`config.mk`:
```
export PLATFORM = sky130hd
export DESIGN_NAME = shared_reg_arbiter
export DESIGN_NICKNAME = d
export VERILOG_FILES = /design/src/rtl/arb_pkg.sv /design/src/rtl/rr_pick.sv /design/src/rtl/shared_reg_arbiter.sv
export SDC_FILE = /design/constraint.sdc
export NUM_CORES = 1
export LEC_CHECK = 0
export ABC_AREA = 1
export CAP_MARGIN = 0
export CORE_ASPECT_RATIO = 2
export CORE_MARGIN = 4
export CORE_UTILIZATION = 44
export DETAILED_ROUTE_END_ITERATION = 10
export PLACE_DENSITY = 0.85
export SKIP_LAST_GASP = 1
export SLEW_MARGIN = 40
export SYNTH_ARGS = -nofsm -noshare
export SYNTH_HDL_FRONTEND = slang
export SYNTH_SLANG_ARGS = --single-unit
export TNS_END_PERCENT = 10
```
`constraint.sdc`:
```
create_clock -name clk -period 2.5 [get_ports clk]
set_clock_uncertainty 0.2 [all_clocks]
set_input_delay 0.25 -clock clk [delete_from_list [all_inputs] [get_ports clk]]
set_output_delay 0.25 -clock clk [all_outputs]
set_load 0.01 [all_outputs]
```
`src/rtl/arb_pkg.sv`:
```
// Shared definitions for the shared-register arbiter: FSM state encoding and
// write-counter width.
package arb_pkg;
  typedef enum logic [1:0] {
    IDLE   = 2'd0,
    GRANT  = 2'd1,
    LOCKED = 2'd2
  } state_t;

  localparam int CNT_W = 8;
endpackage

```
`src/rtl/rr_pick.sv`:
```
// Combinational round-robin picker: first asserted req at or after ptr,
// searching upward and wrapping NREQ-1 -> 0.
module rr_pick #(
  parameter int NREQ = 4,
  parameter int PW   = $clog2(NREQ)
) (
  input  logic [NREQ-1:0] req,
  input  logic [PW-1:0]   ptr,
  output logic [PW-1:0]   winner,
  output logic            any
);
  logic [PW:0] idx;

  // Descending scan so the smallest offset from ptr is the last (winning) assignment.
  always_comb begin
    winner = '0;
    idx    = '0;
    any    = |req;
    for (int k = NREQ - 1; k >= 0; k--) begin
      idx = {1'b0, ptr} + (PW+1)'(k);
      if (idx >= (PW+1)'(NREQ)) idx = idx - (PW+1)'(NREQ);
      if (req[idx[PW-1:0]]) winner = idx[PW-1:0];
    end
  end
endmodule

```
`src/rtl/shared_reg_arbiter.sv`:
```
// Round-robin arbiter owning a shared register; one write per grant, one idle
// cycle between grants. Optional grant hold selected by `ARB_LOCK_EN.
module shared_reg_arbiter
  import arb_pkg::*;
#(
  parameter int NREQ  = 4,
  parameter int WIDTH = 8
) (
  input  logic                  clk,
  input  logic                  reset,
  input  logic [NREQ-1:0]       req,
  input  logic [NREQ*WIDTH-1:0] wdata,
  input  logic [NREQ-1:0]       lock,
  output logic [NREQ-1:0]       gnt,
  output logic [WIDTH-1:0]      q,
  output logic                  valid,
  output logic [CNT_W-1:0]      wr_count
);
  localparam int PW = $clog2(NREQ);

  state_t          state, state_n;
  logic [PW-1:0]   ptr, ptr_n, gidx, gidx_n, win, wsel;
  logic [NREQ-1:0] gnt_n;
  logic            any, we;

  rr_pick #(.NREQ(NREQ), .PW(PW)) u_pick (
    .req    (req),
    .ptr    (ptr),
    .winner (win),
    .any    (any)
  );

`ifndef ARB_LOCK_EN
  logic unused_lock;
  assign unused_lock = ^lock;
`endif

  always_comb begin
    state_n = IDLE;
    gnt_n   = '0;
    ptr_n   = ptr;
    gidx_n  = gidx;
    we      = 1'b0;
    wsel    = gidx;
    case (state)
      IDLE: if (any) begin
        gnt_n[win] = 1'b1;
        we         = 1'b1;
        wsel       = win;
        gidx_n     = win;
        ptr_n      = (win == PW'(NREQ - 1)) ? '0 : win + PW'(1);
        state_n    = GRANT;
      end
      GRANT: begin
`ifdef ARB_LOCK_EN
        if (req[gidx] & lock[gidx]) begin
          gnt_n   = gnt;
          state_n = LOCKED;
        end
`endif
      end
`ifdef ARB_LOCK_EN
      // Owner keeps writing every cycle it holds req & lock; ptr stays put.
      LOCKED: if (req[gidx] & lock[gidx]) begin
        gnt_n   = gnt;
        we      = 1'b1;
        state_n = LOCKED;
      end
`endif
      default: ;
    endcase
  end

  always_ff @(posedge clk) begin
    if (!reset) begin
      state    <= IDLE;
      gnt      <= '0;
      ptr      <= '0;
      gidx     <= '0;
      valid    <= 1'b0;
      wr_count <= '0;
    end else begin
      state <= state_n;
      gnt   <= gnt_n;
      ptr   <= ptr_n;
      gidx  <= gidx_n;
      if (we) begin
        valid    <= 1'b1;
        wr_count <= wr_count + CNT_W'(1);
      end
    end
  end

  always_ff @(posedge clk) begin
    if (!reset)  q <= '0;
    else if (we) q <= wdata[int'(wsel)*WIDTH +: WIDTH];
  end
endmodule

```
==> run metrics <==
run status completed; DP HPWL 3260 um; Synth Cell Area 0.00171 mm^2; DP Worst Slack 0.0876 ns; Pre-antenna DRT Iters 4; required time of the critical path 2.47 ns; R2R Setup Slk 0.24 ns; Tcrit/Tclk final 0.906; Final Power 1.81 mW; Reg clk slew, reported paths 0.09 ns; worst-case clock buffer depth 2; worst-case reg-to-reg path depth 13; GRT overflow 0; CTS tree yes; H-tree levels 1; post-synthesis cell count 264; Top FF cell, synth dfxtp_1; Final Cell Area 0.00238 mm^2; DIE AREA 0.00501 mm^2; post-synth top area share 0.304; post-synthesis register bit count 26; CP startpoint ptr[0]; Site Rows 31; Slew HR 0.682; dpl cells 368; Ports 63; hold crit path type flip-flop to flip-flop; chip width 52.1 um; Post-synth EDFFs 0; antenna violation net count after detailed routing 0; setup slack after layout 0.236 ns; Core Region 0.00368 mm^2; clk_lat worst skew 0.26 ns; Post-Route WL 3910 um; Area contributors post-synth dfxtp_1, nand3_1, inv_1, nand2_1, nor2_1; Port Buffer Count 58; reg2reg start ptr[0]; pin count of the biggest net entering global routing 18; DRC errors left 0; fraction of layout cells with a size suffix above 1 0.0960; actual slew at the worst max-slew pin 0.476 ns; RSZ-0062 raised after global routing false; vias in the first global route 1619; post-CTS setup repair buffer count 0; Num Clock Sinks 26; critical path launch point type flip-flop; DRT iter0 DRCs 28; Critical Path AT 2.24 ns; dominant cell type by area after synthesis dfxtp_1; Fmax 442 MHz; Fin. Hold Viols 0; Initial Util 0.464; vias 1744; vias per cell 4.69; crit path time final 2.26 ns; asr flop ratio synth 0; Antenna diodes 0; worst-case vdd ir drop 0.451 mV; Avg Cell Area, Syn 6.48 um^2; WS Path Type flip-flop to flip-flop; GRT Resource Usage Total 0.168; initial antenna violation count 0; post-cts sizing count 0; Slew Limit Fails 0; Final Non-Filler Cells 372; Cell Pwr Density 758 mW/mm^2; DIE HEIGHT 96.2 um; worst r2r dst q[3]; total CTS buffers 3; Placer Congestion 0.814; Post-CTS Hold Buffers 0; DP Area 0.00231 mm^2; Final #Nets 371; hold slack 0.279 ns; CP max FO 10; Setup TNS 0 ns; Leak Pwr 1.21 nW; WL per Instance 10.5 um; global-route wire length before repair 6450 um; P&R area growth vs syn 39.3%; sequential-to-total area share from yosys stat 0.304; final design utilization 0.647; final setup violation count 0; Max Cap Violations 0; syn nets 311; CP Capture Type flip-flop; crit path to q[3]; Root Buffer clkbuf_8; Yosys Warn Count 0; post-synth cell types 29
[worst min-delay path by stage]
| stage | start | endpoint | slack, ns | cells past startpoint |
|---|---|---|---|---|
| detailed placement | wr_count[2] | wr_count[2] | 0.27 | 2 |
| CTS | wr_count[2] | wr_count[2] | 0.28 | 2 |
| finish | wr_count[2] | wr_count[2] | 0.28 | 2 |
| floorplan | reset | wr_count[3] | 0.17 | 2 |
| global route | wr_count[2] | wr_count[2] | 0.33 | 2 |
| global placement | wr_count[2] | wr_count[2] | 0.26 | 2 |
[cells by family (layout without fill, tap and decap cells)]
kind of cell             after synthesis  in the layout  synth area share
adder cells (fa/ha/maj)                5              5            0.0366
AO/OA/AOI/OAI                         16             16            0.0549
flip-flops                            26             26             0.304
buffers and inverters                 73            132             0.198
AND/OR/NAND/NOR                      144            144             0.407
[Yosys cell counts (3+ instances only)]
cell type,number
a21oi_1,7
nand3_2,3
inv_1,59
dfxtp_1,26
nand2_2,7
nor2_1,31
o21ai_0,5
inv_2,5
nand3_1,46
nand2_1,45
buf_6,3
ha_1,5
[flip-flops by register name, summed over array words and instances, names as in the netlist]
name and count:
q 8, wr_count 8, gnt 4, gidx 2, ptr 2, state 1, valid 1
[layout by cell type (no fill, tap or decap), types with 7 or more instances in the layout]
cell             netlist  final
inv_1                 59     59
clkdlybuf4s50_1        0     58
nand3_1               46     46
nand2_1               45     45
nor2_1                31     31
dfxtp_1               26     26
nand2_2                7      7
a21oi_1                7      7
[critical path, stage by stage (launching register included)]
cell	delay [ns]
dfxtp_1	0.54
inv_1	0.15
nand2_1	0.12
nand3_1	0.10
nand2_1	0.07
nand4_1	0.09
nand2_2	0.11
inv_2	0.06
o21ai_4	0.29
inv_2	0.15
nand3_1	0.12
nand3_1	0.08
nand2_1	0.07
inv_1	0.04
[final cells by class]
class,instances,area (um^2)
repair buffers,63,631
clock buffers,3,41.3
well taps,49,61.3
multi-input cells,165,852
fillers,319,1300
clock inverters,1,30.0
flip-flops and latches,26,520
inverters,65,246
[per-layer routing]
metal  track usage  share of wire  vias up
met5             0              0        -
met1         0.145           0.34      775
met2         0.356           0.60       43
met4        0.0613          0.018        0
met3        0.0248          0.041        6
li1              -              -      920
[report_power, final]
group	switching (mW)	internal (mW)
Combinational	0.517	0.409
Clock	0.126	0.214
Sequential	0.0524	0.488
Power figures use the tool's default switching activity.
